--- config.mk ---
export PLATFORM = sky130hd
export DESIGN_NAME = rda_wide_sequencer
export DESIGN_NICKNAME = d
export VERILOG_FILES = /design/src/rtl/rda_wide_sequencer.sv
export SDC_FILE = /design/constraint.sdc
export NUM_CORES = 1
export LEC_CHECK = 0
export BUFFER_PORTS_ARGS = -buffer_cell sky130_fd_sc_hd__buf_2
export CAP_MARGIN = 40
export CORE_MARGIN = 5
export CORE_UTILIZATION = 25
export CTS_CLUSTER_SIZE = 14
export DETAILED_ROUTE_END_ITERATION = 6
export PLACE_DENSITY = 0.51
export SETUP_SLACK_MARGIN = 0.05
export SLEW_MARGIN = 20
export SYNTH_ARGS = -nofsm -noshare
export SYNTH_HDL_FRONTEND = slang
export SYNTH_SLANG_ARGS = --single-unit
export TNS_END_PERCENT = 30
--- constraint.sdc ---
create_clock -name clk -period 19.85 [get_ports clk]
set_input_delay 2.9775 -clock clk [delete_from_list [all_inputs] [get_ports clk]]
set_output_delay 2.9775 -clock clk [all_outputs]
set_load 0.005 [all_outputs]
--- src/rtl/rda_wide_sequencer.sv ---
// Wide-operand adder controller: slices WIDTH-bit operands through an external 16-bit
// combinational adder core, chaining carries. Optional RDA_SEQ_OVF_EN adds result_ovf.
//
// state | meaning
// IDLE  | ready for a new operand pair
// RUN   | one 16-bit slice per cycle through the adder core
// DONE  | result presented, waiting for out_ready
module rda_wide_sequencer #(
   parameter int WIDTH = 64
) (
   input  logic             clk,
   input  logic             rst,
   input  logic             in_valid,
   output logic             in_ready,
   input  logic [WIDTH-1:0] op_a,
   input  logic [WIDTH-1:0] op_b,
   input  logic             op_cin,
   output logic [15:0]      add_a,
   output logic [15:0]      add_b,
   output logic             add_cin,
   input  logic [16:0]      add_sum,
   output logic             out_valid,
   input  logic             out_ready,
   output logic [WIDTH-1:0] result,
`ifdef RDA_SEQ_OVF_EN
   output logic             result_ovf,
`endif
   output logic             result_cout
);

   localparam int SLICES = WIDTH / 16;
   localparam int IDXW   = (SLICES > 1) ? $clog2(SLICES) : 1;

   typedef enum logic [1:0] {IDLE, RUN, DONE} state_t;

   state_t            state, state_nx;
   logic [WIDTH-1:0]  a_reg, b_reg, result_reg;
   logic [IDXW-1:0]   idx;
   logic              carry_reg;
   logic              last_slice;
   logic              accept;
   logic [15:0]       slice_a, slice_b;

   assign last_slice = (idx == IDXW'(SLICES - 1));
   assign accept     = in_valid && in_ready;

   // Slice mux written as a compare loop so idx never drives a variable part-select.
   always_comb begin
      slice_a = '0;
      slice_b = '0;
      for (int i = 0; i < SLICES; i++) begin
         if (idx == IDXW'(i)) begin
            slice_a = a_reg[i*16 +: 16];
            slice_b = b_reg[i*16 +: 16];
         end
      end
   end

   always_ff @(posedge clk or posedge rst) begin
      if (rst) state <= IDLE;
      else     state <= state_nx;
   end

   always_comb begin
      state_nx    = state;
      in_ready    = 1'b0;
      out_valid   = 1'b0;
      add_a       = '0;
      add_b       = '0;
      add_cin     = 1'b0;
      result      = '0;
      result_cout = 1'b0;
      case (state)
         IDLE: begin
            in_ready = 1'b1;
            if (in_valid) state_nx = RUN;
         end
         RUN: begin
            add_a   = slice_a;
            add_b   = slice_b;
            add_cin = carry_reg;
            if (last_slice) state_nx = DONE;
         end
         DONE: begin
            out_valid   = 1'b1;
            result      = result_reg;
            result_cout = carry_reg;
            if (out_ready) state_nx = IDLE;
         end
         default: state_nx = IDLE;
      endcase
   end

   always_ff @(posedge clk or posedge rst) begin
      if (rst) begin
         a_reg      <= '0;
         b_reg      <= '0;
         result_reg <= '0;
         idx        <= '0;
         carry_reg  <= 1'b0;
      end else if (accept) begin
         a_reg     <= op_a;
         b_reg     <= op_b;
         carry_reg <= op_cin;
         idx       <= '0;
      end else if (state == RUN) begin
         for (int i = 0; i < SLICES; i++) begin
            if (idx == IDXW'(i)) result_reg[i*16 +: 16] <= add_sum[15:0];
         end
         carry_reg <= add_sum[16];
         if (!last_slice) idx <= idx + IDXW'(1);
      end
   end

`ifdef RDA_SEQ_OVF_EN
   assign result_ovf = (state == DONE) &&
                       (a_reg[WIDTH-1] == b_reg[WIDTH-1]) &&
                       (result_reg[WIDTH-1] != a_reg[WIDTH-1]);
`endif

endmodule
Word-level counts from Yosys, hierarchy flattened --
Cells that the tools add are included.
Operators by class: add/sub/neg operators 1, equality and inequality tests 9, multiplexer cells 24, bitwise logic cells 1, reduce and logical (&&, ||, !) cells 10
Operator list (number):
- $mux W16 | 10
- $mux W64 | 1
- $reduce_and A3 Y1 | 5
- $mux W2 | 6
- $eq A2 B2 Y1 const B | 3
- $mux W1 | 6
- $ne A2 B2 Y1 const B | 3
- $pmux W2 S3 | 1
- $eq A2 B1 Y1 const B | 2
- $logic_not A2 Y1 | 2
- $add A2 B1 Y2 const B | 1
- $ne A2 B1 Y1 const B | 1
- $reduce_and A2 Y1 | 1
- $reduce_bool A2 Y1 | 1
- $logic_and A1 B1 Y1 | 1
- $not A1 Y1 | 1
Word-level totals: register bits after elaboration 197, output and inout port bits 100

Depth between registers and ports, before layout --
Gate-level depths: netlist of run 1.
depth after elaboration 6, gate-level depth with buffers 8, mapped depth without buffers 5

Worst setup path before layout of run 1 --
OpenSTA, ideal clock, no wires.
kind register to output, from reg idx[0], to out add_a[0], arrival 1.565 ns, data required time 16.872 ns, slack 15.308 ns, cell stages (with the launch flop) 8, path buffers 3, cell sequence dfrtp_1 > ha_1 > buf_2 > nor2b_1 > clkbuf_1 > clkbuf_1 > a221oi_1 > o2bb2ai_1
Between the ends: word-level cells in the longest chain between the ends 6
Ends and longest elaborated chain:
- from (decl) | line 38 | logic [IDXW-1:0] idx;
- from (signal assigned) | line 111 | if (!last_slice) idx <= idx + IDXW'(1);
- $logic_not A2 Y1 | line 52 | if (idx == IDXW'(i)) begin
- $mux W16 (3 in a row) | line 52
- $mux W16 (*) | line 52
- $mux W16 (*) | line 73 | case (state)
- to (decl) | line 18 | output logic [15:0] add_a,
Every way passes the cells marked *; elsewhere a longest branch is shown, timed or not.

Worst setup path in the final report of run 1 --
from reg idx[1], to out add_b[2]
Between the ends: word-level cells in the longest chain between the ends 6
Ends and longest elaborated chain:
- $logic_not A2 Y1 | line 52
- $mux W16 (3 in a row) | line 52
- $mux W16 (*) | line 52
- $mux W16 (*) | line 73
- to (decl) | line 19 | output logic [15:0] add_b,
Marked as above.

==> impl_metrics.toml, run 1 <==
[yosys]
synthTopCellsByArea = "dfrtp_1 (54%), mux2_4 (17%), mux2_2 (11%), and2_1 (4.6%), a221oi_1 (3.1%)"
synth-edff-count = 0
synth-compound-area-share = 0.0810
syn_area_per_cell_um2 = 14.6
synth_area_um2 = 9180
synthSimpleGateAreaFrac = 0.0559
synth_cell_types = 29
synthCells = 630
synthMuxAreaShare = 0.278
synth_top_flop_cell = "dfrtp_1"
synth_top_family_by_area = "multiplexers"
synth-xor-area-share = 0.000954
ys_seq_elements = 197
synth_top_area_frac = 0.537
synth-adder-area-share = 0.00545
synth_fp_nets = 784
ys_seq_area_frac = 0.537
async_flop_share = 1.00
yosys_warnings = 0
synth_top_cell_by_area = "dfrtp_1"

[die]
ios = 250
dieArea_um2 = 40700
initial_core_util = 0.252
core_um2 = 36400
die_y_um = 202
std_cell_rows = 70
die_w_um = 202

[sta]
hold_slack_ps = 499
hold_violations = 0
setup-tns-final_ps = 0
post-route-period-util = 0.285
layout_min_cycle_time_ps = 5660
rsz0062_at_grt = "false"
slew_viol_final = 0
fmax_mhz = 177
relSlewSlack = 0.424
worst_slew_pin_slew_ps = 865
skew_ps = 8.50
setup_viol = 0

[clock_network]
cts_root_buf = "clkbuf_16"
htreeDepth = 4
clk_pin_slew_ps = 70
cts_tree = "built"
clkLatencyLatePin_ps = 440
postCtsResizedCells = 0
cts_buffers = 17
ctsHoldBuffers = 0
post-cts-setup-buffers = 0
clockBufferDepth = 2
cts.sink_count = 197

[detailed_routing]
via_per_inst = 4.39
postRouteAntennaNets = 0
routed_wl_um = 25100
via_count = 5889
wl_per_cell_um = 18.7
first_iter_violations = 249
firstDrtPassIters = 4
drc_errors = 0

[worst_setup_path]
worstPathMaxFanout = 19
arrival_ps = 2680
worst_path_max_delay_cell = "nor2b_4"
crit_top_cell = "buf_16"
crit_required_ps = 16870
crit_chain = "inv_1, ha_2, buf_16, nor2b_4, buf_16, a221oi_1, o2bb2ai_1, buf_2"
worst_setup_path_end_kind = "primary output"
crit_type = "flop to primary output"
worstSetupStartpointType = "flop"
critPathMaxStageDelay_ps = 490

[place]
gp_congestion = 0.726
port_buffers = 249
dp_hpwl_um = 17800

[final_layout]
final_common_cell = "buf_2"
multi_input_area_um2 = 3890
final_cell_mix = "buf_2 (249), dfrtp_1 (197), mux2_4 (101)"
final_layout_size_suffix_gt1_frac = 0.569
fillers = 3736
antennaDiodeCount = 0
seqCellArea_um2 = 4930
fin_util = 0.314
fin_nets = 1014
syn2layout_area_growth_pct = 24.8

[run]
maxCapViolCount = 0

[worst_hold_path]
holdCritPathClass = "flop to flop"

[grt]
grt_max_degree = 90
grt_pass1_vias = 6433
grt_pass1_wl_um = 39000
track_usage = 0.122
grt_overflow_total = 0
antenna_found_initial = 5

[power_and_ir_drop]
p_leak_nw = 5.37
peakVddDrop_mv = 0.0668
powerDensity_nw_per_um2 = 161

[outcome]
status = "finished, final reports clean"
cell usage after synthesis, types with 2 or more instances:
cell / number
nand2_2: 3
dfrtp_1: 197
clkbuf_1: 24
nor2b_1: 2
ha_1: 4
buf_2: 9
nor2_1: 2
buf_6: 8
and2_1: 67
a221oi_1: 32
mux2_4: 101
inv_1: 5
mux2_2: 91
o21ai_0: 32
o2bb2ai_1: 32
buf_8: 8
cell type report:
cell class              instances  share of cell area
flip-flops and latches        197               0.430
multi-input cells             378               0.339
repair buffers                261               0.126
well taps                     468              0.0511
clock buffers                  20              0.0407
clock inverters                12              0.0103
inverters                       5             0.00229
where the power goes:
| part | switching, mW | leakage, nW | internal (mW) |
|---|---|---|---|
| registers | 0.111 | 2.32 | 0.609 |
| clock network | 0.164 | 0.288 | 0.186 |
| logic | 0.331 | 2.76 | 0.440 |
metal layers:
layer	part of all wire	global-route usage	routed length, µm
met1	0.46	0.159	11500
met2	0.48	0.199	12000
met3	0.052	0.0424	1310
met4	0.0077	0.0249	192
met5	0.0028	0	71
worst paths after layout:
path | from | endpoint | slack (ps) | cells past startpoint
max | idx[1]$_DFFE_PP0P_ | add_b[2] | 14190 | 8
min | result_reg[4]$_DFFE_PP0P_ | result_reg[4]$_DFFE_PP0P_ | 500 | 1
max reg2reg | state[1]$_DFFE_PP0P_ | b_reg[17]$_DFFE_PP0P_ | 16700 | 6
min reg2reg | result_reg[4]$_DFFE_PP0P_ | result_reg[4]$_DFFE_PP0P_ | 500 | 1
max in group asynchronous | rst | a_reg[25]$_DFFE_PP0P_ | 16310 | 4
min in group asynchronous | rst | b_reg[49]$_DFFE_PP0P_ | 2520 | 2
worst max-delay path, delay by kind of cell (launching register included):
kind	cells	cell delay, ps
flip-flops	1	400
AND/OR/NAND/NOR	1	490
AO/OA/AOI/OAI	2	310
buffers and inverters	4	690
adder cells (fa/ha/maj)	1	340
per-stage QoR:
| stage | instances | total power, mW | cell area, µm² | worst slack (ps) |
|---|---|---|---|---|
| 2_1_floorplan | 630 | 1.27 | 9180 | 11500 |
| 3_3_place_gp | 1303 | 1.48 | 10700 | 14080 |
| 3_5_place_dp | 1309 | 1.51 | 10900 | 14200 |
| 4_1_cts | 1341 | 1.87 | 11500 | 14090 |
| 5_1_grt | 1341 | 1.97 | 11500 | 14020 |
| 6_report | 1341 | 1.84 | 11500 | 14190 |
cell families (layout without fill, tap and decap cells):
family | count (synthesis) | count (layout)
AO/OA/AOI/OAI | 99 | 99
AND/OR/NAND/NOR | 81 | 81
buffers and inverters | 55 | 298
XOR/XNOR | 1 | 1
multiplexers | 193 | 193
adder cells (fa/ha/maj) | 4 | 4
flip-flops | 197 | 197
Note: power is estimated with default switching activity, not from simulation.
==> run 2, diff against run 1 <==
Settings changed: PLACE_DENSITY 0.51 to 0.53.
Clock period 19.85 ns to 5.16 ns, I/O delays scaled along.
==> run 2 against run 1 <==
Power increased to 3.9 times the previous value. Utilization increased by 0.082 points. Clock-buffer cell count decreased by 3. Hold slack got worse by 280 ps. Cell count increased by 0.30%. Critical path depth decreased by 1. Combinational power increased to 3.9 times the previous value. Sequential cell count unchanged.
==> impl_metrics.toml, run 2 (synthesis results as in run 1) <==
[outcome]
status = "finished, final reports clean"

[clock_network]
htreeDepth = 4
ctsHoldBuffers = 0
post-cts-setup-buffers = 0
cts_root_buf = "clkbuf_16"
clk_pin_slew_ps = 70
cts.sink_count = 197
postCtsResizedCells = 0
clkLatencyLatePin_ps = 440
cts_buffers = 17
clockBufferDepth = 2
cts_tree = "built"

[final_layout]
final_cell_mix = "buf_2 (249), dfrtp_1 (197), mux2_4 (101)"
fillers = 3696
fin_util = 0.315
final_common_cell = "buf_2"
final_cells = 1345
fin_nets = 1016
syn2layout_area_growth_pct = 25.1
final_layout_size_suffix_gt1_frac = 0.570

[worst_setup_path]
critPathTopFamily = "adder cells"
critPathMaxStageDelay_ps = 520
worstSetupStartpointType = "flop"
worst_setup_path_end_kind = "primary output"
worst-path-buf-inv = 3
arrival_ps = 2570
crit_type = "flop to primary output"
worst_path_max_delay_cell = "ha_2"
crit_required_ps = 4390
crit_chain = "inv_1, ha_2, nor2b_4, buf_16, a221oi_1, o2bb2ai_1, buf_2"
worstPathMaxFanout = 19

[sta]
relSlewSlack = 0.495
slew_viol_final = 0
setup_viol = 0
hold_violations = 0
worst_slew_pin_slew_ps = 757
post-route-period-util = 0.648
setup-tns-final_ps = 0
fmax_mhz = 299
rsz0062_at_grt = "false"
layout_setup_ws_ps = 1820
skew_ps = 13.3
layout_min_cycle_time_ps = 3340

[die]
die_y_um = 202
std_cell_rows = 70
ios = 250
initial_core_util = 0.252
core_um2 = 36400
dieArea_um2 = 40700
die_w_um = 202

[worst_hold_path]
holdCritPathClass = "input port to asynchronous set/reset pin"

[power_and_ir_drop]
p_leak_nw = 5.37
peakVddDrop_mv = 0.243
power_mw = 7.13
powerDensity_nw_per_um2 = 621

[grt]
grt_overflow_total = 0
antenna_found_initial = 5
grt_pass1_vias = 6523
grt_max_degree = 108
track_usage = 0.123
grt_pass1_wl_um = 39300

[place]
dp_slack_ps = 2020
port_buffers = 249
gp_congestion = 0.726
dp.cells = 1310
dp_hpwl_um = 17600

[detailed_routing]
routed_wl_um = 25200
firstDrtPassIters = 4
first_iter_violations = 207
via_per_inst = 4.40
drc_errors = 0
wl_per_cell_um = 18.7
via_count = 5917
postRouteAntennaNets = 0

[run]
maxCapViolCount = 0
-- run 2: cell types whose count changed in the layout (fill, tap and decap cells not counted), sizes merged --
cell / previous run / this run
clkbuf: 20 / 17
bufinv: 1 / 2
inv: 10 / 11
clkinvlp: 1 / 5
buf: 261 / 263
clkinv: 5 / 2
diode: 0 / 2
-- run 2: cell type report --
type	instances	area [µm²]	area share
antenna	2	5.00	0.000436
clock buffer	17	425	0.0370
clock inverter	15	169	0.0147
inverter	5	22.5	0.00196
multi-input combinational	378	3890	0.338
sequential	197	4930	0.429
tap	468	586	0.0510
timing repair buffer	263	1460	0.127
-- run 2: worst register-to-register path: cells and delay by family, from the launching register on --
family        cells  cell delay (ps)
buf+inv           2              710
flops             1              470
mux               1              420
simple gates      2              530
-- run 2: metal layers --
layer  share of wire  GRT usage  vias to the layer above
met3           0.064     0.0434                       20
li1                -          -                     2750
met1            0.47      0.165                     2963
met4          0.0093     0.0281                        6
met2            0.46      0.192                      178
met5          0.0011          0                        -
-- run 2: path summary, 6_finish.rpt --
kind / from / slack (ps) / endpoint / depth (start not counted)
setup / recovery: idx[1]$_DFFE_PP0P_ / 1820 / add_a[8] / 7
hold / removal: rst / 220 / result_reg[49]$_DFFE_PP0P_ / 2
setup reg to reg: state[1]$_DFFE_PP0P_ / 2920 / a_reg[47]$_DFFE_PP0P_ / 5
hold reg to reg: result_reg[15]$_DFFE_PP0P_ / 500 / result_reg[15]$_DFFE_PP0P_ / 1
max in group asynchronous: rst / 3480 / result_reg[13]$_DFFE_PP0P_ / 4
min in group clk: result_reg[15]$_DFFE_PP0P_ / 500 / result_reg[15]$_DFFE_PP0P_ / 1
-- run 2: metrics by stage --
step	hold slack [ps]	instance area [µm²]
6_report	219	11500
5_1_grt	187	11500
4_1_cts	179	11500
3_5_place_dp	486	10900
3_3_place_gp	479	10800
2_1_floorplan	470	9180
-- run 2: power breakdown --
group          leakage [nW]  switching, mW  internal [mW]  total, mW
clock network         0.282          0.645          0.729       1.37
registers              2.32          0.425           2.34       2.77
logic                  2.77           1.28           1.70       2.99
